===== src/rtl/t06_multi_tick_gen_if.sv =====
// Signal bundle for the multi-channel tick generator.
// Channel c occupies bit c of the per-channel vectors and slice [c*WIDTH +: WIDTH]
// of the limit and count buses.
interface t06_multi_tick_gen_if #(
    parameter int unsigned NCH   = 4,
    parameter int unsigned WIDTH = 19
);
    logic [NCH-1:0]       en_i;
    logic [NCH-1:0]       mode_i;
    logic [NCH-1:0]       start_i;
    logic [NCH*WIDTH-1:0] max_i;
    logic [NCH-1:0]       tick_o;
    logic [NCH-1:0]       toggle_o;
    logic [NCH-1:0]       busy_o;
    logic [NCH-1:0]       done_o;
    logic [NCH*WIDTH-1:0] count_o;

    modport master (
        output en_i, mode_i, start_i, max_i,
        input  tick_o, toggle_o, busy_o, done_o, count_o
    );

    modport slave (
        input  en_i, mode_i, start_i, max_i,
        output tick_o, toggle_o, busy_o, done_o, count_o
    );
endinterface


===== src/rtl/t06_multi_tick_gen.sv =====
// Multi-channel programmable tick generator / clock divider.
// Each channel counts up to its own limit M and emits a registered one-cycle
// tick plus a divided toggle, in periodic or one-shot mode. Channels share
// nothing but the clock and reset.
module t06_multi_tick_gen #(
    parameter int unsigned NCH   = 4,
    parameter int unsigned WIDTH = 19
) (
    input  logic                 clk,
    input  logic                 rst,
    t06_multi_tick_gen_if.slave  bus
);

    typedef enum logic [1:0] {
        IDLE = 2'd0,
        RUN  = 2'd1,
        DONE = 2'd2
    } state_e;

    state_e                     state_q [NCH];
    state_e                     state_d [NCH];
    logic [NCH-1:0][WIDTH-1:0]  count_q;
    logic [NCH-1:0][WIDTH-1:0]  count_d;
    logic [NCH-1:0][WIDTH-1:0]  limit;
    logic [NCH-1:0]             tick_q;
    logic [NCH-1:0]             tick_d;
    logic [NCH-1:0]             toggle_q;
    logic [NCH-1:0]             toggle_d;
    logic [NCH-1:0]             term;
    logic [NCH-1:0]             step;

    assign limit = bus.max_i;

    // Per-channel state, count, tick and toggle registers.
    always_ff @(posedge clk) begin
        if (rst) begin
            for (int unsigned c = 0; c < NCH; c++) begin
                state_q[c] <= IDLE;
            end
            count_q  <= '0;
            tick_q   <= '0;
            toggle_q <= '0;
        end else begin
            for (int unsigned c = 0; c < NCH; c++) begin
                state_q[c] <= state_d[c];
            end
            count_q  <= count_d;
            tick_q   <= tick_d;
            toggle_q <= toggle_d;
        end
    end

    // Next-state logic: start wins over a count step, which wins over hold.
    // A periodic channel in IDLE with enable set steps exactly as RUN would.
    // term uses >= so a limit lowered below the count ends the period on the
    // next enabled edge instead of wrapping.
    always_comb begin
        for (int unsigned c = 0; c < NCH; c++) begin
            state_d[c] = state_q[c];
        end
        count_d  = count_q;
        tick_d   = '0;
        toggle_d = toggle_q;
        term     = '0;
        step     = '0;
        for (int unsigned c = 0; c < NCH; c++) begin
            term[c] = (count_q[c] >= limit[c]);
            step[c] = bus.en_i[c] &&
                      ((state_q[c] == RUN) || ((state_q[c] == IDLE) && !bus.mode_i[c]));
            if (bus.start_i[c]) begin
                count_d[c] = '0;
                state_d[c] = RUN;
            end else if (step[c]) begin
                state_d[c] = RUN;
                if (term[c]) begin
                    tick_d[c]   = 1'b1;
                    toggle_d[c] = ~toggle_q[c];
                    if (bus.mode_i[c]) begin
                        state_d[c] = DONE;
                    end else begin
                        count_d[c] = '0;
                    end
                end else begin
                    count_d[c] = count_q[c] + WIDTH'(1);
                end
            end
        end
    end

    // Status outputs are plain decodes of the state registers.
    always_comb begin
        bus.busy_o = '0;
        bus.done_o = '0;
        for (int unsigned c = 0; c < NCH; c++) begin
            bus.busy_o[c] = (state_q[c] == RUN);
            bus.done_o[c] = (state_q[c] == DONE);
        end
    end

    assign bus.tick_o   = tick_q;
    assign bus.toggle_o = toggle_q;
    assign bus.count_o  = count_q;

endmodule


===== src/flat_wrapper.sv =====
// flat-port wrapper written by rule: the top's interface ports become plain ports
module t06_multi_tick_gen_flat 
#(
    parameter int unsigned NCH   = 4,
    parameter int unsigned WIDTH = 19
)
  (clk, rst, bus_en_i, bus_mode_i, bus_start_i, bus_max_i, bus_tick_o, bus_toggle_o, bus_busy_o, bus_done_o, bus_count_o);
  t06_multi_tick_gen_if #(.NCH(NCH), .WIDTH(WIDTH)) bus_i ();
  input  logic clk;
  input  logic rst;
  input wire logic [$bits(bus_i.en_i)-1:0] bus_en_i;
  input wire logic [$bits(bus_i.mode_i)-1:0] bus_mode_i;
  input wire logic [$bits(bus_i.start_i)-1:0] bus_start_i;
  input wire logic [$bits(bus_i.max_i)-1:0] bus_max_i;
  output wire logic [$bits(bus_i.tick_o)-1:0] bus_tick_o;
  output wire logic [$bits(bus_i.toggle_o)-1:0] bus_toggle_o;
  output wire logic [$bits(bus_i.busy_o)-1:0] bus_busy_o;
  output wire logic [$bits(bus_i.done_o)-1:0] bus_done_o;
  output wire logic [$bits(bus_i.count_o)-1:0] bus_count_o;
  assign bus_i.en_i = bus_en_i;
  assign bus_i.mode_i = bus_mode_i;
  assign bus_i.start_i = bus_start_i;
  assign bus_i.max_i = bus_max_i;
  assign bus_tick_o = bus_i.tick_o;
  assign bus_toggle_o = bus_i.toggle_o;
  assign bus_busy_o = bus_i.busy_o;
  assign bus_done_o = bus_i.done_o;
  assign bus_count_o = bus_i.count_o;
  t06_multi_tick_gen #(.NCH(NCH), .WIDTH(WIDTH)) u_core (.clk(clk), .rst(rst), .bus(bus_i));
endmodule

===== config.mk =====
export PLATFORM = sky130hd
export DESIGN_NAME = t06_multi_tick_gen_flat
export DESIGN_NICKNAME = d
export VERILOG_FILES = /design/src/rtl/t06_multi_tick_gen_if.sv /design/src/rtl/t06_multi_tick_gen.sv /design/src/flat_wrapper.sv
export SDC_FILE = /design/constraint.sdc
export NUM_CORES = 1
export LEC_CHECK = 0
export ABC_AREA = 1
export BUFFER_PORTS_ARGS = -buffer_cell sky130_fd_sc_hd__buf_2
export CAP_MARGIN = 5
export CORE_UTILIZATION = 36
export DETAILED_ROUTE_END_ITERATION = 7
export HOLD_SLACK_MARGIN = 0.05
export PLACE_DENSITY = 0.63
export SLEW_MARGIN = 20
export SYNTH_ARGS = -nofsm -noshare
export SYNTH_HDL_FRONTEND = slang
export SYNTH_SLANG_ARGS = --single-unit

===== constraint.sdc =====
create_clock -name clk -period 1.7 [get_ports clk]
set_clock_uncertainty 0.05 [all_clocks]
set_input_delay 0.34 -clock clk [delete_from_list [all_inputs] [get_ports clk]]
set_output_delay 0.34 -clock clk [all_outputs]
set_load 0.01 [all_outputs]

==> results of run 1 <==
[worst max-delay path by stage]
stage          slack (ns)  cells past startpoint                                  end
3_5_place_dp        -0.67                     14  u_core.bus.count_o[30]$_SDFFE_PP0P_
4_1_cts             -0.26                     14  u_core.bus.toggle_o[1]$_SDFFE_PP0P_
6_report            -0.35                     14  u_core.bus.count_o[36]$_SDFFE_PP0P_
2_1_floorplan       -0.13                     15  u_core.bus.count_o[66]$_SDFFE_PP0P_
5_1_grt             -0.41                     14  u_core.bus.count_o[32]$_SDFFE_PP0P_
3_3_place_gp        -0.59                     14  u_core.bus.count_o[36]$_SDFFE_PP0P_
[cell usage after synthesis (2+ instances only)]
master	instances	area, um^2
o21a_1	3	22.5
a21oi_1	71	355
nand2_4	6	67.6
nor4_1	2	12.5
o21ai_0	13	65.1
nor3_1	19	95.1
inv_2	4	15.0
a21oi_2	8	70.1
xor2_1	19	166
buf_2	4	20.0
nand2_2	17	106
nand4_1	13	81.3
clkbuf_1	9	33.8
or2_2	2	12.5
nor2_2	14	87.6
ha_1	80	1000
inv_1	221	830
dfxtp_1	92	1840
xnor2_1	10	87.6
nor3_2	4	40.0
o21bai_1	6	45.0
and3_1	3	18.8
nor2_1	158	593
buf_1	3	11.3
clkinv_1	2	7.51
nor2_4	4	45.0
nand2_1	307	1150
a21o_1	5	37.5
buf_6	7	78.8
nand3b_1	8	60.1
nand3_1	137	686
[timing repair]
item,CTS,global route
gates cloned,6,1
gates resized for setup,210,132
endpoints found under the setup margin,91,91
pin swaps,118,108
setup buffers,16,15
[critical path, cell delays in order, from the launching register on]
cell and delay, ns:
dfxtp_4 0.36, ha_4 0.28, nand2_4 0.05, nor2_4 0.13, buf_4 0.13, nand3_2 0.09, nor2_1 0.17, nor2_2 0.08
nand3_4 0.14, nand2_8 0.11, clkbuf_16 0.18, nand3_2 0.05, nand2_1 0.05, inv_1 0.05, nor2_1 0.03
[through the flow]
| step | std cells | hold slack, ns | setup TNS, ns | setup WS [ns] |
|---|---|---|---|---|
| 6_report | 1904 | 0.254 | -17.97 | -0.352 |
| 5_1_grt | 1904 | 0.258 | -25.16 | -0.406 |
| 4_1_cts | 1896 | 0.230 | -14.91 | -0.261 |
| 3_5_place_dp | 1860 | 0.447 | -34.50 | -0.674 |
| 3_3_place_gp | 1860 | 0.439 | -32.70 | -0.591 |
| 2_1_floorplan | 1257 | 0.413 | -2.73 | -0.133 |
[logic make-up (layout without fill, tap and decap cells)]
| family | Yosys count | count (layout) | share of synthesized area [%] |
|---|---|---|---|
| compound gates | 107 | 107 | 7.75 |
| xor+xnor | 29 | 29 | 3.24 |
| fa+ha+maj | 80 | 80 | 12.8 |
| buf+inv | 251 | 621 | 12.9 |
| flops | 92 | 92 | 23.5 |
| simple gates | 698 | 700 | 39.8 |
[layout make-up]
cell class / count / area [um^2]
Inverter: 227 / 913
Clock inverter: 3 / 40.0
Clock buffer: 13 / 240
Tap cell: 275 / 344
Multi-Input combinational cell: 916 / 7140
Sequential cell: 92 / 2000
Fill cell: 1820 / 7740
Timing Repair Buffer: 378 / 2740
[sequential cells by signal, indices dropped and copies added, names as in the netlist]
register,count
u_core.bus.count_o,76
u_core.bus.toggle_o,4
u_core.bus.tick_o,4
u_core.state_q,8
[report_power, final]
group	total, mW	internal (mW)	switching (mW)
clock network	2.06	1.14	0.915
logic	1.24	0.545	0.694
registers	2.18	2.15	0.0309
[per-layer routing]
metal	share of wire, %	wire length (um)
met5	0	0
met4	1.5	393
met3	4.2	1130
met2	50	13100
met1	45	11900
==> reports/qor.yml, run 1 <==
start_util_pct: 37.0
drtPass1Iterations: 5
worst_slew_pin_slew_ns: 0.608
rr_endpoint: "u_core.bus.count_o[36]$_SDFFE_PP0P_"
final_cell_mix: "227 x nand2_1, 181 x inv_1, 181 x buf_2"
insertion_delay_ns: 0.35
setup_slack_ns: -0.352
die_height_um: 149
routed_wl_um: 26500
gp_congestion: 0.870
ys_seq_area_share_pct: 23.5
avgViaCountPerCell: 4.85
rrSetupSlack_ns: -0.35
clock_sinks: 92
r2r-start: "u_core.bus.count_o[37]$_SDFFE_PP0P_"
met3_usage_pct: 3.48
antenna_found_initial: 0
min_from: "bus_start_i[2]"
postCtsHoldBufs: 0
wl_per_cell_um: 13.9
critPathRequiredTime_ns: 1.90
post-route-cell-area_um2: 13400
worstHoldPathCells: 3
hp-class: "input port to flip-flop"
drc: 0
ant_nets: 0
syn_area_um2: 7830
track_usage_pct: 23.3
path_max_fanout: 6
global_route.usage.met1_pct: 29.9
grt_max_degree: 18
yosys_warnings: 0
p_leak_nw: 6.35
dp_hpwl_um: 19500
grt_pass1_wl_um: 41700
cts_tree: "yes"
drive_above_1_share_pct: 54.7
mostFrequentLayoutCell: "nand2_1"
clockBufferDepth: 2
drv_cap: 0
drt_iter0_markers: 418
setup_viol: 91
num-nets-final: 1794
syn_to_final_growth_pct: 71.4
grt_pass1_vias: 8834
clk_pin_slew_ns: 0.07
syn_avg_cell_area_um2: 6.23
reg2reg_depth: 14
overflow: 0
synth_fp_nets: 1427
cp-end-kind: "flip-flop"
slew_headroom_pct: 59.4
final.period_utilization_pct: 121
power_density_nw_per_um2: 408
rows: 53
fp.dieW_um: 149
synth-seq-cells: 92
fmaxAchievable_mhz: 487
holdPathEnd: "u_core.state_q[2][0]$_SDFFE_PP0P_"
synth_flop_cell: "dfxtp_1"
postPlaceCellArea_um2: 11500
ir_worst_vdd_mv: 0.460
antennaDiodeCount: 0
syn_inst: 1257
numCtsBuffers: 9
rsz0062_at_grt: "true"
fin_crit_ns: 2.05
failed_checks: "setup timing"
core_area_um2: 21200
root_buffer: "clkbuf_16"
async_reset_ff_share_pct: 0
total_power_mw: 5.48
top_usage_layer: "met2"
post-route-util_pct: 63.4
crit_start: "u_core.bus.count_o[37]$_SDFFE_PP0P_"
grt_use_met2_pct: 40.0
ios: 182
dr_total_vias: 9237
hold_viol: 0
critPathKind: "flip-flop to flip-flop"
status: "finished, violations left"
io_buffer_count: 181
synth_cell_type_count: 37
synth_edf_count: 0
maxSlewViolCount: 0
fp.dieArea_um2: 22300
worst_setup_path_start_kind: "flip-flop"
crit_arrival_ns: 2.25
h-tree-depth: 3
(Power assumes the default switching activity.)
==> run 2: changes to the inputs <==
- ABC_AREA: 1 -> 0
- CORE_UTILIZATION: 36 -> 48
- PLACE_DENSITY: 0.63 -> 0.81
==> run 2 against run 1 <==
Net effect:
- core utilization is 24 points higher
- worst hold slack worse by 0.067 ns
- synthesized cell count is 32% lower
- via count is 3.3% lower
- final cell count is 25% lower
- highest routed layer unchanged
- global-route usage is 12 points higher
- first-iteration DRC count grew to 2.5 times the previous value
- largest power group unchanged
- the flow still finishes with violations (setup timing)
- register-to-register slack worse by 0.47 ns
==> reports/qor.yml, run 2 <==
status: "finished, violations left"
failed_checks: "setup timing"
post-route-util_pct: 87.2  # +24 points
wl_per_cell_um: 20.8  # +50%
io_buffer_count: 181  # unchanged
postPlaceCellArea_um2: 9820  # -14%
post-route-cell-area_um2: 11500  # -14%
syn_avg_cell_area_um2: 7.62  # +22%
rsz0062_at_grt: "true"
yosys_warnings: 0  # unchanged
holdWs_ns: 0.187  # -0.0670 ns
overflow: 0  # unchanged
clockBufferDepth: 2  # unchanged
synth_fp_nets: 1022  # -28%
cpMaxStageDelayCell: "dfxtp_1"
maxSlewViolCount: 0  # unchanged
avgViaCountPerCell: 6.23  # +28%
power_density_nw_per_um2: 443  # +8.4%
worst_setup_path_start_kind: "flip-flop"
track_usage_pct: 35.1  # +12 points
crit_family: "compound AO/OA/AOI/OAI gates"
start_util_pct: 49.2  # +12 points
routed_wl_um: 29900  # +13%
clock_sinks: 92  # unchanged
syn_inst: 852  # -32%
yosysTopAreaCell: "dfxtp_1"
die_height_um: 118  # -21%
grt_pass1_wl_um: 39700  # -4.8%
syn_to_final_growth_pct: 77.3
h-tree-depth: 3  # unchanged
max_stage_delay_ns: 0.40  # +0.04 ns
path_cells: "ha_4 -> a21o_1 -> a31oi_4 -> o21bai_4 -> a211oi_4 -> buf_6 -> nand3_4 -> or3_1 -> o211ai_1"
fin_crit_ns: 2.52  # +0.467 ns
dp_hpwl_um: 15500  # -21%
grt_max_degree: 15  # -3
fmaxAchievable_mhz: 397  # -19%
cts_tree: "yes"
fill_cells: 597  # -67%
ys_seq_area_share_pct: 28.4  # +4.9 points
yosysMostFrequentCell: "dfxtp_1"
antenna_found_initial: 0  # unchanged
setup-tns-final_ns: -59.05  # -41.08 ns
crit_arrival_ns: 2.74  # +0.49 ns
hp-class: "input port to flip-flop"
ant_nets: 0  # unchanged
clk_pin_slew_ns: 0.07  # about the same
hold_viol: 0  # unchanged
ios: 182  # unchanged
worst_slew_pin_slew_ns: 0.590  # -0.0185 ns
rows: 42  # -21%
synth_flop_cell: "dfxtp_1"
netlist.area_leader.share_pct: 28.4  # +4.9 points
drive_above_1_share_pct: 56.1  # +1.4 points
p_leak_nw: 5.26  # -17%
drtPass1Iterations: 6  # +1
setup_slack_ns: -0.818  # -0.467 ns
fp.dieW_um: 118  # -21%
fp.dieArea_um2: 14000  # -37%
final.period_utilization_pct: 148  # +27 points
numCtsBuffers: 9  # unchanged
dr_total_vias: 8933  # -3.3%
root_buffer: "clkbuf_16"
finalNonFillerCells: 1433  # -25%
cp-end-kind: "flip-flop"
core_area_um2: 13200  # -38%
num-nets-final: 1422  # -21%
synth_common_cells: "92 x dfxtp_1, 91 x nand2_1, 88 x inv_1"
yosys-top-cells-area: "dfxtp_1 28%, ha_1 15%, nand2_1 5.3%, inv_1 5.1%, nor2_1 4.2%"
insertion_delay_ns: 0.36  # about the same
synth-seq-cells: 92  # unchanged
drc: 0  # unchanged
gp_congestion: 0.938  # +7.8%
drv_cap: 0  # unchanged
ir_worst_vdd_mv: 0.547  # +19%
largest_reg_flops: 76  # unchanged
synth_cell_type_count: 56  # +51%
async_reset_ff_share_pct: 0  # unchanged
critPathKind: "flip-flop to flip-flop"
setup_viol: 92  # +1.1%
critPathRequiredTime_ns: 1.92  # +0.02 ns
synth_edf_count: 0  # unchanged
drt_iter0_markers: 1046  # +150%
slew_headroom_pct: 60.5  # +1.1 points
syn_area_um2: 6490  # -17%
final_cell_mix: "181 x buf_4, 181 x buf_2, 81 x nand2_1"
dp_cells: 1378  # -26%
path_max_fanout: 6  # unchanged
grt_pass1_vias: 8294  # -6.1%
crit_buf_inv: 1  # -2
## run 2: changes by cell type in the layout (fill, tap and decap cells not counted), sizes merged, moves of 13 or more
cell	before	now
nand2	331	92
inv	224	88
nor2	177	73
nand3	139	45
buf	377	412
a21oi	79	52
o21ai	13	38
nor3	23	39
or3	0	16
xor2	19	3
a31oi	0	13
## run 2: logic make-up after synthesis
logic type / Yosys count / synth area share [%]
XOR/XNOR: 8 / 1.08
buffers and inverters: 111 / 6.42
adder cells (fa/ha/maj): 80 / 15.4
AO/OA/AOI/OAI: 194 / 20.1
flip-flops: 92 / 28.4
multiplexers: 9 / 1.47
AND/OR/NAND/NOR: 358 / 27.1
## run 2: final cells by class
class	instances	area, um^2	area share (%)
Timing Repair Buffer	412	2900	25.2
Clock inverter	2	10.0	0.0870
Sequential cell	92	1970	17.1
Tap cell	176	220	1.91
Clock buffer	13	270	2.35
Antenna cell	1	2.50	0.0217
Inverter	88	370	3.22
Multi-Input combinational cell	649	5770	50.1
## run 2: power by group
part	switching [mW]	leakage, nW	total (mW)	internal, mW
clock	0.905	0.141	2.01	1.10
combinational	0.530	4.34	0.952	0.422
sequential	0.00845	0.777	2.14	2.13
## run 2: metrics by stage
step                setup WS, ns  total power [mW]
finish                    -0.818              5.10
global placement          -0.843              2.88
global route              -0.885              5.23
floorplan                 -0.810              2.56
CTS                       -0.693              4.92
detailed placement        -0.924              2.90
## run 2: path summary, 6_finish.rpt
check | cells after the start | slack, ns | end | from
max | 9 | -0.82 | u_core.bus.count_o[75]$_SDFFE_PP0P_ | u_core.bus.count_o[59]$_SDFFE_PP0P_
min | 2 | 0.19 | u_core.bus.tick_o[0]$_SDFF_PP0_ | rst
max reg2reg | 9 | -0.82 | u_core.bus.count_o[75]$_SDFFE_PP0P_ | u_core.bus.count_o[59]$_SDFFE_PP0P_
min reg2reg | 2 | 0.46 | u_core.bus.toggle_o[1]$_SDFFE_PP0P_ | u_core.bus.toggle_o[1]$_SDFFE_PP0P_
## run 2: timing repair
item,4_1_cts,5_1_grt
endpoints found under the setup margin,92,92
hold buffers,0,0
endpoints found under the hold margin,0,0
cloned,1,1
resized for setup,126,95
setup buffers,26,18
pin swaps,67,64
## run 2: metal layers
layer / global-route usage (%) / share of wire, % / up-vias
li1: - / - / 3879
met1: 38.0 / 35 / 4189
met2: 64.7 / 49 / 655
met4: 15.3 / 6.5 / 0
met5: 0 / 0 / -
met3: 8.06 / 9.1 / 210
